## config.mk

```make
export PLATFORM = sky130hd
export DESIGN_NAME = cgra_clock_gate_ctrl
export DESIGN_NICKNAME = d
export VERILOG_FILES = /design/src/rtl/cgra_clock_gate_ctrl.sv
export SDC_FILE = /design/constraint.sdc
export NUM_CORES = 1
export LEC_CHECK = 0
export ABC_CLOCK_PERIOD_IN_PS = 4900
export BUFFER_PORTS_ARGS = -buffer_cell sky130_fd_sc_hd__buf_2
export CORE_MARGIN = 2
export CORE_UTILIZATION = 35
export CTS_CLUSTER_SIZE = 30
export DETAILED_ROUTE_END_ITERATION = 6
export GPL_ROUTABILITY_DRIVEN = 0
export PLACE_DENSITY = 0.59
export SLEW_MARGIN = 5
export SYNTH_ARGS = -nofsm -noshare
export SYNTH_HDL_FRONTEND = slang
export SYNTH_SLANG_ARGS = --single-unit
```

## constraint.sdc

```tcl
create_clock -name clk_i -period 4.9 [get_ports clk_i]
set_input_delay 0.49 -clock clk_i [delete_from_list [all_inputs] [get_ports clk_i]]
set_output_delay 0.49 -clock clk_i [all_outputs]
set_load 0.01 [all_outputs]
```

## src/rtl/cgra_clock_gate_ctrl.sv

```systemverilog
// Per-channel automatic clock-gating controller: closes a channel clock after an idle
// window and reopens it through a fixed-length WAKE phase; FPGA bypass keeps enables high.
module cgra_clock_gate_ctrl #(
    parameter int N_CH        = 4,
    parameter int IDLE_CYCLES = 16,
    parameter int WAKE_CYCLES = 2,
    parameter int CNT_W       = 16,
    parameter int FPGA_BYPASS = 0
) (
    input  logic                  clk_i,
    input  logic                  rst_i,
    input  logic                  test_en_i,
    input  logic [N_CH-1:0]       auto_en_i,
    input  logic [N_CH-1:0]       force_on_i,
    input  logic [N_CH-1:0]       busy_i,
    input  logic [N_CH-1:0]       wake_req_i,
    output logic [N_CH-1:0]       wake_ack_o,
    output logic [N_CH-1:0]       en_o,
    output logic [N_CH-1:0]       gated_o,
    input  logic                  clr_cnt_i,
    output logic [N_CH*CNT_W-1:0] gate_cnt_o
);

    localparam int IDLE_W = $clog2(IDLE_CYCLES + 1);
    localparam int WAKE_W = $clog2(WAKE_CYCLES + 1);
    localparam logic [IDLE_W-1:0] IDLE_LAST = IDLE_W'(IDLE_CYCLES - 1);
    localparam logic [IDLE_W-1:0] IDLE_ONE  = IDLE_W'(1);
    localparam logic [WAKE_W-1:0] WAKE_LAST = WAKE_W'(WAKE_CYCLES - 1);
    localparam logic [WAKE_W-1:0] WAKE_ONE  = WAKE_W'(1);
    localparam logic [CNT_W-1:0]  CNT_ONE   = CNT_W'(1);
    localparam logic [CNT_W-1:0]  CNT_MAX   = {CNT_W{1'b1}};
    localparam logic              BYPASS    = (FPGA_BYPASS != 0);

    typedef enum logic [1:0] {
        ST_RUN   = 2'd0,
        ST_GATED = 2'd1,
        ST_WAKE  = 2'd2
    } gate_state_e;

    logic [N_CH-1:0] fsm_en_s;
    logic [N_CH-1:0] run_s;

    for (genvar k = 0; k < N_CH; k++) begin : g_ch
        gate_state_e       state_r, state_s;
        logic [IDLE_W-1:0] idle_cnt_r, idle_cnt_s;
        logic [WAKE_W-1:0] wake_cnt_r, wake_cnt_s;
        logic [CNT_W-1:0]  gate_cnt_r;
        logic              gated_r;
        logic              idle_s;
        logic              gate_inc_s;
        logic              en_s;

        assign idle_s = auto_en_i[k] & ~busy_i[k] & ~force_on_i[k] & ~wake_req_i[k];

        // Next-state, counter updates and enable decode for one channel
        always_comb begin
            state_s    = state_r;
            idle_cnt_s = idle_cnt_r;
            wake_cnt_s = wake_cnt_r;
            gate_inc_s = 1'b0;
            en_s       = 1'b1;
            case (state_r)
                ST_RUN: begin
                    if (!idle_s) begin
                        idle_cnt_s = {IDLE_W{1'b0}};
                    end else if (idle_cnt_r == IDLE_LAST) begin
                        state_s    = ST_GATED;
                        idle_cnt_s = {IDLE_W{1'b0}};
                        gate_inc_s = 1'b1;
                    end else begin
                        idle_cnt_s = idle_cnt_r + IDLE_ONE;
                    end
                end
                ST_GATED: begin
                    en_s = 1'b0;
                    if (wake_req_i[k] | busy_i[k] | force_on_i[k] | ~auto_en_i[k]) begin
                        state_s    = ST_WAKE;
                        wake_cnt_s = {WAKE_W{1'b0}};
                    end else begin
                        state_s = ST_GATED;
                    end
                end
                ST_WAKE: begin
                    // WAKE always runs to completion; inputs are ignored here
                    if (wake_cnt_r == WAKE_LAST) begin
                        state_s    = ST_RUN;
                        wake_cnt_s = {WAKE_W{1'b0}};
                    end else begin
                        wake_cnt_s = wake_cnt_r + WAKE_ONE;
                    end
                end
                default: begin
                    state_s    = ST_RUN;
                    idle_cnt_s = {IDLE_W{1'b0}};
                    wake_cnt_s = {WAKE_W{1'b0}};
                end
            endcase
        end

        // Channel state, counters and registered gated flag
        always_ff @(posedge clk_i) begin
            if (rst_i) begin
                state_r    <= ST_RUN;
                idle_cnt_r <= {IDLE_W{1'b0}};
                wake_cnt_r <= {WAKE_W{1'b0}};
                gated_r    <= 1'b0;
            end else begin
                state_r    <= state_s;
                idle_cnt_r <= idle_cnt_s;
                wake_cnt_r <= wake_cnt_s;
                gated_r    <= (state_s == ST_GATED);
            end
        end

        // Saturating gate-event counter; clear wins over a same-edge increment
        always_ff @(posedge clk_i) begin
            if (rst_i) begin
                gate_cnt_r <= {CNT_W{1'b0}};
            end else if (clr_cnt_i) begin
                gate_cnt_r <= {CNT_W{1'b0}};
            end else if (gate_inc_s && (gate_cnt_r != CNT_MAX)) begin
                gate_cnt_r <= gate_cnt_r + CNT_ONE;
            end else begin
                gate_cnt_r <= gate_cnt_r;
            end
        end

        assign fsm_en_s[k] = en_s;
        assign run_s[k]    = (state_r == ST_RUN);
        assign gated_o[k]  = gated_r;
        assign gate_cnt_o[k*CNT_W +: CNT_W] = gate_cnt_r;
    end

    assign wake_ack_o = run_s & wake_req_i;
    assign en_o       = fsm_en_s | {N_CH{test_en_i}} | {N_CH{BYPASS}};

endmodule

```

== Word-level counts from Yosys, hierarchy flattened ==
Cells that the tools add are included.

* Output and inout bits: 76
* Logic and storage cells: 183
* Flip-flop bits (word level): 104

* Add/sub/neg operators: 12
* Bitwise logic cells: 46
* Reduce and logical (&&, ||, !) cells: 17
* Mux-type cells: 60
* Equal/unequal tests: 28

{| class="wikitable"
|+ Operator list
! cell !! count
|-
| $add 16x1->16 const B || 4
|-
| $ne 16x16->1 const B || 4
|-
| $mux 2 || 24
|-
| $pmux 2 s3 || 8
|-
| $mux 5 || 8
|-
| $pmux 5 s2 || 4
|-
| $eq 2x1->1 const B || 12
|-
| $add 5x1->5 const B || 4
|-
| $eq 5x4->1 const B || 4
|-
| $not 1->1 || 20
|-
| $mux 1 || 16
|-
| $and 1x1->1 || 12
|-
| $or 1x1->1 || 12
|-
| $reduce_or 2->1 || 5
|-
| $add 2x1->2 const B || 4
|-
| $eq 2x2->1 const B || 4
|-
| $logic_not 2->1 || 4
|-
| $ne 2x2->1 const B || 4
|-
| $reduce_and 2->1 || 4
|-
| $and 4x4->4 || 1
|-
| $logic_and 1x1->1 || 4
|-
| $or 4x4->4 || 1
|}

== Longest topological paths before layout ==
* Word-level depth: 7
* Mapped depth: 8
* Mapped depth without buffers: 7

== Least setup slack after synthesis ==
No wires, ideal clock.

* Kind: register to register
* From: reg g_ch[1].gate_cnt_r[0]
* To: reg g_ch[1].gate_cnt_r[8]
* Library setup time: 0.128 ns
* Stages on the path, launching flop included: 8
* Required time: 4.772 ns
* Buffers on the path: 1
* Period minus slack after synthesis: 1.828 ns
* Setup slack: 3.072 ns
* Arrival: 1.701 ns
* Cells stage by stage: dfxtp_1 > ha_1 > and4_1 > and4_1 > buf_2 > a2111oi_2 > xnor2_1 > nor2_1

* Longest elaborated chain between the ends: 2
* Elaborated cells on any way between the ends: 3
* Those cells by class: add/sub (1); eq/ne (1); reduce/logical (1)

{| class="wikitable"
|+ Ends and longest elaborated chain
! what !! RTL line !! RTL
|-
| start, declared || 47 || <nowiki>logic [CNT_W-1:0] gate_cnt_r;</nowiki>
|-
| start signal, assigned || 118 || <nowiki>gate_cnt_r <= {CNT_W{1'b0}};</nowiki>
|-
| start signal, assigned || 120 || <nowiki>gate_cnt_r <= {CNT_W{1'b0}};</nowiki>
|-
| start signal, assigned || 122 || <nowiki>gate_cnt_r <= gate_cnt_r + CNT_ONE;</nowiki>
|-
| parallel branches: the longest is 2 deep, another holds $add 16x1->16 || - ||
|}

Parallel ways; which one is timed is not known.
A chain may end at the register's enable or synchronous reset.

== Worst setup path after layout ==
* From: reg g_ch[0].gate_cnt_r[0]
* To: reg g_ch[0].gate_cnt_r[6]

* Longest elaborated chain between the ends: 2
* Elaborated cells on any way between the ends: 3
* Those cells by class: add/sub (1); eq/ne (1); reduce/logical (1)

{| class="wikitable"
|+ Ends and longest elaborated chain
! what !! RTL line
|-
| start, declared || 47
|-
| start signal, assigned || 118
|-
| start signal, assigned || 120
|-
| start signal, assigned || 122
|-
| parallel branches: the longest is 2 deep, another holds $add 16x1->16 || -
|}

Parallel ways; which one is timed is not known.

==> results.toml <==
[pwr]
max-vdd-ir-drop_v = 0.000182
total_power_uw = 1560
p_leak_uw = 0.00230
power-per-cell-area_nw_per_um2 = 245

[placement]
dp_cells = 907
post-dp-hpwl_um = 8900
port-buffer-count = 95

[grt]
antenna_found_initial = 0
first_global_vias = 4448
grt_pass1_wl_um = 20500
globalRouteOverflowTotal = 0
grt_usage_pct = 14.8
grt_start_max_net_pins = 65

[clock_network]
post-cts-setup-buffer-count = 0
post_cts_resized = 0
clock_latency_ns = 0.35
cts_num_sinks = 104
clk_pin_slew_ns = 0.07
htreeDepth = 3
ctsHoldBuffers = 0
cts-root-buf = "clkbuf_16"
numCtsBuffers = 9
cts_tree = "built"
clockBufferDepth = 2

[synth]
async_flop_share_pct = 0
ys_types = 58
synth-seq-cells = 104
syn-num-nets = 677
avgSynthCellArea_um2 = 8.69
ys_seq_area_share_pct = 37.9
synth_edf_count = 0
synthesis.instances = 633
synth_flop_cell = "dfxtp_1"
syn-cell-area_um2 = 5500
yosysWarnings = 0

[flow_run]
drv_cap = 0

[setup_path]
worst-r2r-setup-slack_ns = 2.83
cp.arrival_ns = 2.27
r2r-end = "g_ch[0].gate_cnt_r[6]$_SDFFE_PP0P_"
r2r_start = "g_ch[0].gate_cnt_r[0]$_SDFFE_PP0P_"
cp-end-kind = "flop"
critPathKind = "flop to flop"
worst_setup_path_start_kind = "flop"
critical-path-top-delay-family = "simple AND/OR/NAND/NOR gates"
critPathBufInv = 1
timing.critical_path.cells = "ha_1, nand4_1, nor4_1, buf_4, nor3_1, xnor2_1, nor2_1"
critPathSlowestCell = "nor4_1"
critPathMaxFanout = 9
crit_path_max_incr_delay_ns = 0.57
cp.required_ns = 5.10
r2r_cells = 7

[floorplan]
die_x_um = 129
num_rows = 45
dieHeight_um = 129
initial_utilization_pct = 36.0
die_area_um2 = 16700
core-area_um2 = 15300
boundaryPins = 96

[layout]
utilization_pct = 41.7
multiInputGateArea_um2 = 3190
layout.nets = 751
fillers = 1473
seqCellArea_um2 = 2080
diodes = 0
area_growth_pct = 15.7
drive_above_1_share_pct = 19.0
stdcell_count = 923

[timing]
drv_slew = 0
final.min_clock_period_ns = 2.07
clock_skew_ns = 0.0102
max_slew_margin_pct = 50.8
worst_pin_slew_ns = 0.732
grt_setup_unrepaired = "no"
hold_viol = 0
fmax_ghz = 0.484
fin_crit_sh_pct = 42.2
finalSetupViolations = 0
fin_setup_tns_ns = 0
whs_ns = 0.451

[route]
ant_nets = 0
routed_wirelength_um = 12300
avgViaCountPerCell = 5.19
drtPass1Iterations = 4
first_iter_violations = 290
route.detailed.drc = 0
drt-wirelength-per-cell_um = 13.3
vias = 4790

[worst_hold_path]
hp-class = "flop to flop"
hold_depth = 2
hold_path_end = "g_ch[3].wake_cnt_r[1]$_SDFFE_PP0P_"
hp-start = "g_ch[3].wake_cnt_r[1]$_SDFFE_PP0P_"

[status]
outcome = "finished, final reports clean"
## where the power goes
part / internal (uW) / switching [uW]
registers: 845 / 0.619
logic: 14.8 / 27.1
clock network: 358 / 310
## layout make-up
cell class	count	share of cell area (%)
Multi-Input combinational cell	477	50.1
Sequential cell	104	32.7
Timing Repair Buffer	97	7.71
Tap cell	211	4.15
Clock buffer	13	3.93
Inverter	18	1.06
Clock inverter	3	0.275
## metal layers
| metal | vias up | share of wire [%] | routed length [um] | global-route usage (%) |
|---|---|---|---|---|
| met5 | - | 0 | 0 | 0 |
| met4 | 0 | 1.3 | 163 | 4.86 |
| met3 | 12 | 4.7 | 584 | 3.34 |
| met2 | 101 | 47 | 5750 | 24.9 |
| met1 | 2264 | 47 | 5800 | 19.0 |
| li1 | 2413 | - | - | - |
## metrics by stage
stage	worst slack, ns	area, um2
2_1_floorplan	3.07	5500
3_3_place_gp	2.79	6090
3_5_place_dp	2.69	6090
4_1_cts	2.83	6360
5_1_grt	2.64	6360
6_report	2.83	6360
## Yosys cell counts, drive strengths merged, types with 2 or more instances
cell type,instances,area share (%)
ha,24,5.5
nor2b,5,0.57
xor2,5,0.80
nand3b,3,0.41
a22o,2,0.32
a22oi,3,0.41
nor4,17,2.2
nor3,23,2.1
clkbuf,21,1.5
nand4bb,2,0.41
nor2,82,5.6
nand4b,2,0.32
a2111oi,5,1.6
mux2i,7,1.3
a21oi,42,3.9
xnor2,43,6.8
inv,18,1.2
nor3b,13,1.8
or4b,8,1.5
dfxtp,104,38
and2,12,1.4
nor4b,7,2.3
nand3,31,3.0
o21ai,9,0.82
and4b,4,0.73
nand2,38,2.6
buf,13,1.5
and3,9,1.0
a2bb2oi,2,0.32
and4,12,1.9
a211oi,11,1.5
or3,3,0.34
a31oi,8,0.91
nand2b,11,1.3
o22ai,3,0.34
nand4,20,2.4
## state kept, by name, indices dropped and copies added, names as in the netlist
register and cells:
g_ch.wake_cnt_r 8, g_ch.gated_r 4, g_ch.state_r 8, g_ch.gate_cnt_r 64, g_ch.idle_cnt_r 20
## kinds of logic (layout without fill, tap and decap cells)
| family | Yosys count | in the layout | share of synthesized area, % |
|---|---|---|---|
| XOR/XNOR | 48 | 48 | 7.64 |
| flip-flops | 104 | 104 | 37.9 |
| adder cells (fa/ha/maj) | 24 | 24 | 5.46 |
| multiplexers | 8 | 8 | 1.48 |
| buffers and inverters | 52 | 131 | 4.16 |
| AND/OR/NAND/NOR | 306 | 306 | 32.4 |
| AO/OA/AOI/OAI | 91 | 91 | 11.0 |
## layout by cell type (no fill, tap or decap), drive strengths merged, types with 17 or more instances in the layout
| cell | n |
|---|---|
| nor3 | 23 |
| nor4 | 17 |
| nand4 | 20 |
| xnor2 | 43 |
| inv | 18 |
| nand2 | 38 |
| dfxtp | 104 |
| ha | 24 |
| nor2 | 82 |
| buf | 97 |
| nand3 | 31 |
| a21oi | 42 |
## worst max-delay path by stage
stage	from	endpoint	slack, ns	cells after the start
2_1_floorplan	g_ch[1].gate_cnt_r[0]$_SDFFE_PP0P_	g_ch[1].gate_cnt_r[8]$_SDFFE_PP0P_	3.07	7
3_3_place_gp	busy_i[3]	g_ch[3].idle_cnt_r[2]$_SDFFE_PP0N_	2.79	5
3_5_place_dp	busy_i[1]	g_ch[1].gate_cnt_r[1]$_SDFFE_PP0P_	2.69	6
4_1_cts	g_ch[0].gate_cnt_r[0]$_SDFFE_PP0P_	g_ch[0].gate_cnt_r[6]$_SDFFE_PP0P_	2.83	7
5_1_grt	g_ch[0].gate_cnt_r[0]$_SDFFE_PP0P_	g_ch[0].gate_cnt_r[6]$_SDFFE_PP0P_	2.64	7
6_report	g_ch[0].gate_cnt_r[0]$_SDFFE_PP0P_	g_ch[0].gate_cnt_r[6]$_SDFFE_PP0P_	2.83	7
## tightest hold or removal path: cells and delay by family, from the launching register on
kind | cells | cell delay, ns
AO/OA/AOI/OAI | 1 | 0.04
flip-flops | 1 | 0.31
AND/OR/NAND/NOR | 1 | 0.06
No activity file was read; power rests on OpenSTA's default activity.
